==> src/rtl/tile_pkg.sv <==
// Shared tile ROM types and defaults for the tile/sprite ROM arbiter.
package tile_pkg;

  localparam int unsigned TILE_ADDR_W  = 10;
  localparam int unsigned TILE_DATA_W  = 4;
  localparam int unsigned TILE_NREQ    = 4;
  localparam int unsigned TILE_ROM_LAT = 1;

  typedef logic [TILE_ADDR_W-1:0] tile_addr_t;
  typedef logic [TILE_DATA_W-1:0] tile_pix_t;

  // Round-robin successor of w in 0..n-1.
  function automatic int unsigned rr_next(input int unsigned w, input int unsigned n);
    return (w + 1 >= n) ? 0 : w + 1;
  endfunction

endpackage

==> src/rtl/tile_rr_pick.sv <==
// Combinational round-robin picker: first set request at or after ptr_i, wrapping mod NREQ.
module tile_rr_pick #(
  parameter int unsigned NREQ  = 4,
  parameter int unsigned PTR_W = 2
) (
  input  logic [NREQ-1:0]  req_i,
  input  logic [PTR_W-1:0] ptr_i,
  output logic [NREQ-1:0]  gnt_o,
  output logic [PTR_W-1:0] w_o
);

  int unsigned      idx;
  logic [PTR_W-1:0] sel;
  logic             found;

  always_comb begin
    gnt_o = '0;
    w_o   = '0;
    idx   = 0;
    sel   = '0;
    found = 1'b0;
    for (int unsigned k = 0; k < NREQ; k++) begin
      idx = 32'(ptr_i) + k;
      if (idx >= NREQ) idx = idx - NREQ;
      sel = PTR_W'(idx);
      if (!found && req_i[sel]) begin
        found      = 1'b1;
        gnt_o[sel] = 1'b1;
        w_o        = sel;
      end
    end
  end

endmodule

==> src/rtl/tile_rom_arbiter.sv <==
// Shares one synchronous tile ROM among NREQ requesters; a tag pipe aligned to ROM latency
// routes every returned word back to the requester that issued the address.
module tile_rom_arbiter
  import tile_pkg::*;
#(
  parameter int unsigned NREQ    = TILE_NREQ,
  parameter int unsigned ADDR_W  = TILE_ADDR_W,
  parameter int unsigned DATA_W  = TILE_DATA_W,
  parameter int unsigned ROM_LAT = TILE_ROM_LAT
) (
  input  logic                     vga_clk,
  input  logic                     reset,
  input  logic [NREQ-1:0]          req,
  input  logic [NREQ*ADDR_W-1:0]   req_addr,
  output logic [NREQ-1:0]          gnt,
  output logic [ADDR_W-1:0]        rom_address,
  input  logic [DATA_W-1:0]        rom_q,
  output logic [NREQ-1:0]          rsp_valid,
  output logic [DATA_W-1:0]        rsp_data
);

  localparam int unsigned PTR_W = (NREQ > 1) ? $clog2(NREQ) : 1;

  logic [PTR_W-1:0]  ptr_q, ptr_d;
  logic [ADDR_W-1:0] addr_q, addr_d;
  logic [NREQ-1:0]   tag_q [ROM_LAT+1];
  logic [NREQ-1:0]   tag0_d;
  logic [NREQ-1:0]   rsp_valid_q;
  logic [DATA_W-1:0] rsp_data_q, rsp_data_d;

  logic [NREQ-1:0]   pick_gnt;
  logic [PTR_W-1:0]  win;
  logic              any_gnt;

  tile_rr_pick #(
    .NREQ  (NREQ),
    .PTR_W (PTR_W)
  ) u_pick (
    .req_i (req),
    .ptr_i (ptr_q),
    .gnt_o (pick_gnt),
    .w_o   (win)
  );

  // Grant is suppressed while reset is held so nothing is issued into a clearing pipe.
  assign gnt     = reset ? '0 : pick_gnt;
  assign any_gnt = |gnt;

  always_comb begin
    ptr_d      = ptr_q;
    addr_d     = addr_q;
    tag0_d     = '0;
    rsp_data_d = rsp_data_q;
    if (any_gnt) begin
      ptr_d  = PTR_W'(rr_next(32'(win), NREQ));
      addr_d = req_addr[32'(win)*ADDR_W +: ADDR_W];
      tag0_d = gnt;
    end
    // A zero ROM word is a real (transparent) index, so only the tag decides capture.
    if (|tag_q[ROM_LAT]) rsp_data_d = rom_q;
  end

  always_ff @(posedge vga_clk or posedge reset) begin
    if (reset) begin
      ptr_q       <= '0;
      addr_q      <= '0;
      rsp_valid_q <= '0;
      rsp_data_q  <= '0;
      for (int unsigned i = 0; i <= ROM_LAT; i++) tag_q[i] <= '0;
    end else begin
      ptr_q       <= ptr_d;
      addr_q      <= addr_d;
      rsp_valid_q <= tag_q[ROM_LAT];
      rsp_data_q  <= rsp_data_d;
      tag_q[0]    <= tag0_d;
      for (int unsigned i = 1; i <= ROM_LAT; i++) tag_q[i] <= tag_q[i-1];
    end
  end

  assign rom_address = addr_q;
  assign rsp_valid   = rsp_valid_q;
  assign rsp_data    = rsp_data_q;

endmodule

==> config.mk <==
export PLATFORM = sky130hd
export DESIGN_NAME = tile_rom_arbiter
export DESIGN_NICKNAME = d
export VERILOG_FILES = /design/src/rtl/tile_pkg.sv /design/src/rtl/tile_rr_pick.sv /design/src/rtl/tile_rom_arbiter.sv
export SDC_FILE = /design/constraint.sdc
export NUM_CORES = 1
export LEC_CHECK = 0
export ABC_AREA = 1
export CORE_UTILIZATION = 48
export DETAILED_ROUTE_END_ITERATION = 8
export PLACE_DENSITY = 0.88
export SLEW_MARGIN = 20
export SYNTH_ARGS = -nofsm -noshare
export SYNTH_HDL_FRONTEND = slang
export SYNTH_HIERARCHICAL = 1
export SYNTH_SLANG_ARGS = --single-unit
==> constraint.sdc <==
create_clock -name vga_clk -period 6 [get_ports vga_clk]
set_clock_uncertainty 0.1 [all_clocks]
set_input_delay 0.6 -clock vga_clk [delete_from_list [all_inputs] [get_ports vga_clk]]
set_output_delay 0.6 -clock vga_clk [all_outputs]
set_load 0.02 [all_outputs]
==> impl_metrics.ini <==
[timing]
worst_pin_slew_ns = 0.8616
relSlewSlack = 0.4240
rsz0062_at_grt = false
period_share = 0.6371
totalNegativeSetupSlack_ns = 0
period_needed_ns = 3.823
fmax_mhz = 261.6
setup-violations-final = 0
slew_viol_final = 0
hold_viol = 0

[final_layout]
fillers = 333
final_common_cell = nand2_1
seq_area_sq_um = 700.7
most-common-layout-cells = nand2_1 (94), clkdlybuf4s50_1 (71), nand3_1 (51)
n_antenna_cell = 0
nets = 404
area.growth.synth_to_final_pct = 39.16
drive_gt1_frac = 0.1210
multiInputGateArea_sq_um = 968.4

[power]
p_leak_nw = 1.422
power.density_nw_per_um2 = 650.4
peakVddDrop_mv = 0.4276
p_total_mw = 1.750

[critical_path]
worstPathArrival_ns = 3.12
cp-start-kind = register
crit_path_end_kind = primary output
crit_required_ns = 5.30
cp_max_fo = 10
path_class = register to primary output

[yosys]
synth_cell_types = 20
yosys.area_share.adder = 0.03883
muxShareOfSynthArea = 0
synth-xor-area-share = 0
syn_avg_cell_area_sq_um = 6.879
ys_seq_area_frac = 0.3625
synthSimpleGateAreaFrac = 0.4117
syn_area_sq_um = 1933
ys_ff_latch = 28
synthCells = 281
synth_compound_area_frac = 0.05049
synth_top_family_by_area = simple AND/OR/NAND/NOR gates
synth_fp_nets = 337
yosysWarnings = 6

[route]
drt_wl_total_um = 4602
wire_per_inst_um = 11.65
drc = 0
detail-route-antenna-nets = 0
vias = 1987
drt_iter0_markers = 198
vias_per_cell = 5.030
drtPass1Iterations = 4

[global_routing]
track_usage = 0.2283
antenna_found_initial = 0
grt_pass1_vias = 1686
grt_max_degree = 31
gr-total-overflow = 0
grt_pass1_wl_um = 7596

[floorplan]
io_pins = 72
die_w_um = 65.46
fp-row-count = 22
start_util = 0.5126
die_h_um = 65.46
die-area_sq_um = 4285
core-area_sq_um = 3771

[clocking]
cts_tree = done
clk_pin_slew_worst_paths_ns = 0.09
cts-root-buf = clkbuf_8
clk_latency_ns = 0.27
numCtsBuffers = 3
post_cts_resize_count = 0
cts_max_path_buffers = 2
postCtsHoldBufs = 0
post_cts_buffers = 0
clkSinkCount = 28
cts_max_level = 1

[placed_design]
dpl.hpwl_um = 3644
port_buffers = 71
gp_congestion = 0.8226

[min_path]
hp-class = register to register

[run]
maxCapViolCount = 0

[outcome]
run_status = finished, final reports clean
-- cell usage after synthesis (all sizes together) --
library cell,number,share of area
ha,6,0.039
nand4,6,0.019
clkbuf,1,0.0019
o21ai,2,0.017
a21boi,4,0.016
dfrtp,28,0.36
a21oi,7,0.018
buf,8,0.034
nand3,53,0.15
inv,52,0.10
nor2,9,0.023
nand2,105,0.22
-- where the power goes --
part | total, mW | leakage [nW] | internal [mW] | switching [mW]
clock network | 0.115 | 0.0288 | 0.0588 | 0.0561
logic | 1.28 | 1.03 | 0.460 | 0.824
registers | 0.351 | 0.359 | 0.291 | 0.0602
-- stage by stage --
| stage | std cells | hold slack (ns) | cell area (sq um) | utilization | setup slack (ns) |
|---|---|---|---|---|---|
| after CTS | 395 | 0.2560 | 2690 | 0.7133 | 2.218 |
| after detailed placement | 391 | 0.2364 | 2635 | 0.6987 | 2.521 |
| after floorplan | 281 | 0.2312 | 1933 | - | 3.326 |
| final | 395 | 0.2537 | 2690 | 0.7133 | 2.177 |
| after global routing | 395 | 0.2670 | 2690 | 0.7133 | 1.950 |
| after global placement | 391 | 0.2338 | 2635 | 0.6987 | 2.565 |
-- sequential cells by signal (all words and copies together), names as in the netlist --
name	count
ptr_q	2
rom_address	10
rsp_data	4
rsp_valid	4
tag_q	8
-- logic make-up (layout without fill, tap and decap cells) --
logic type,after synthesis,after routing
and+or+nand+nor,173,173
AOI/OAI and AO/OA,13,13
adders and majority gates,6,6
buffers and inverters,61,127
DFF,28,28
-- layer usage --
layer	share of wire	routed length, um	global-route usage	up-vias
met4	0.013	58	0.06522	0
met1	0.45	2089	0.3264	908
li1	-	-	-	1000
met3	0.039	180	0.02604	10
met5	0	0	0	-
met2	0.49	2273	0.3621	69
-- worst paths after layout --
check,start,endpoint,slack (ns),cells after the start
max,ptr_q[0],gnt[1],2.18,11
min,tag_q[7],tag_q[3],0.25,0
max reg2reg,ptr_q[0],rom_address[4],2.53,14
min reg2reg,tag_q[7],tag_q[3],0.25,0
max in group asynchronous,reset,rsp_data[2],4.64,2
min in group asynchronous,reset,tag_q[7],0.75,2
-- worst max-delay path, cell delays in order (launching register included) --
cell             delay (ns)
dfrtp_1                0.58
inv_2                  0.20
ha_1                   0.42
inv_1                  0.11
nand3_1                0.09
nand2_1                0.07
nor2_2                 0.24
a21oi_1                0.11
nand3_1                0.17
inv_1                  0.06
nor2_1                 0.17
clkdlybuf4s50_1        0.64
-- layout make-up --
cell class / instances / area share
multi-input combinational: 192 / 0.3600
timing repair buffer: 71 / 0.2642
tap: 48 / 0.02233
sequential: 28 / 0.2605
clock buffer: 4 / 0.02047
inverter: 52 / 0.07256
(Power assumes the default switching activity.)
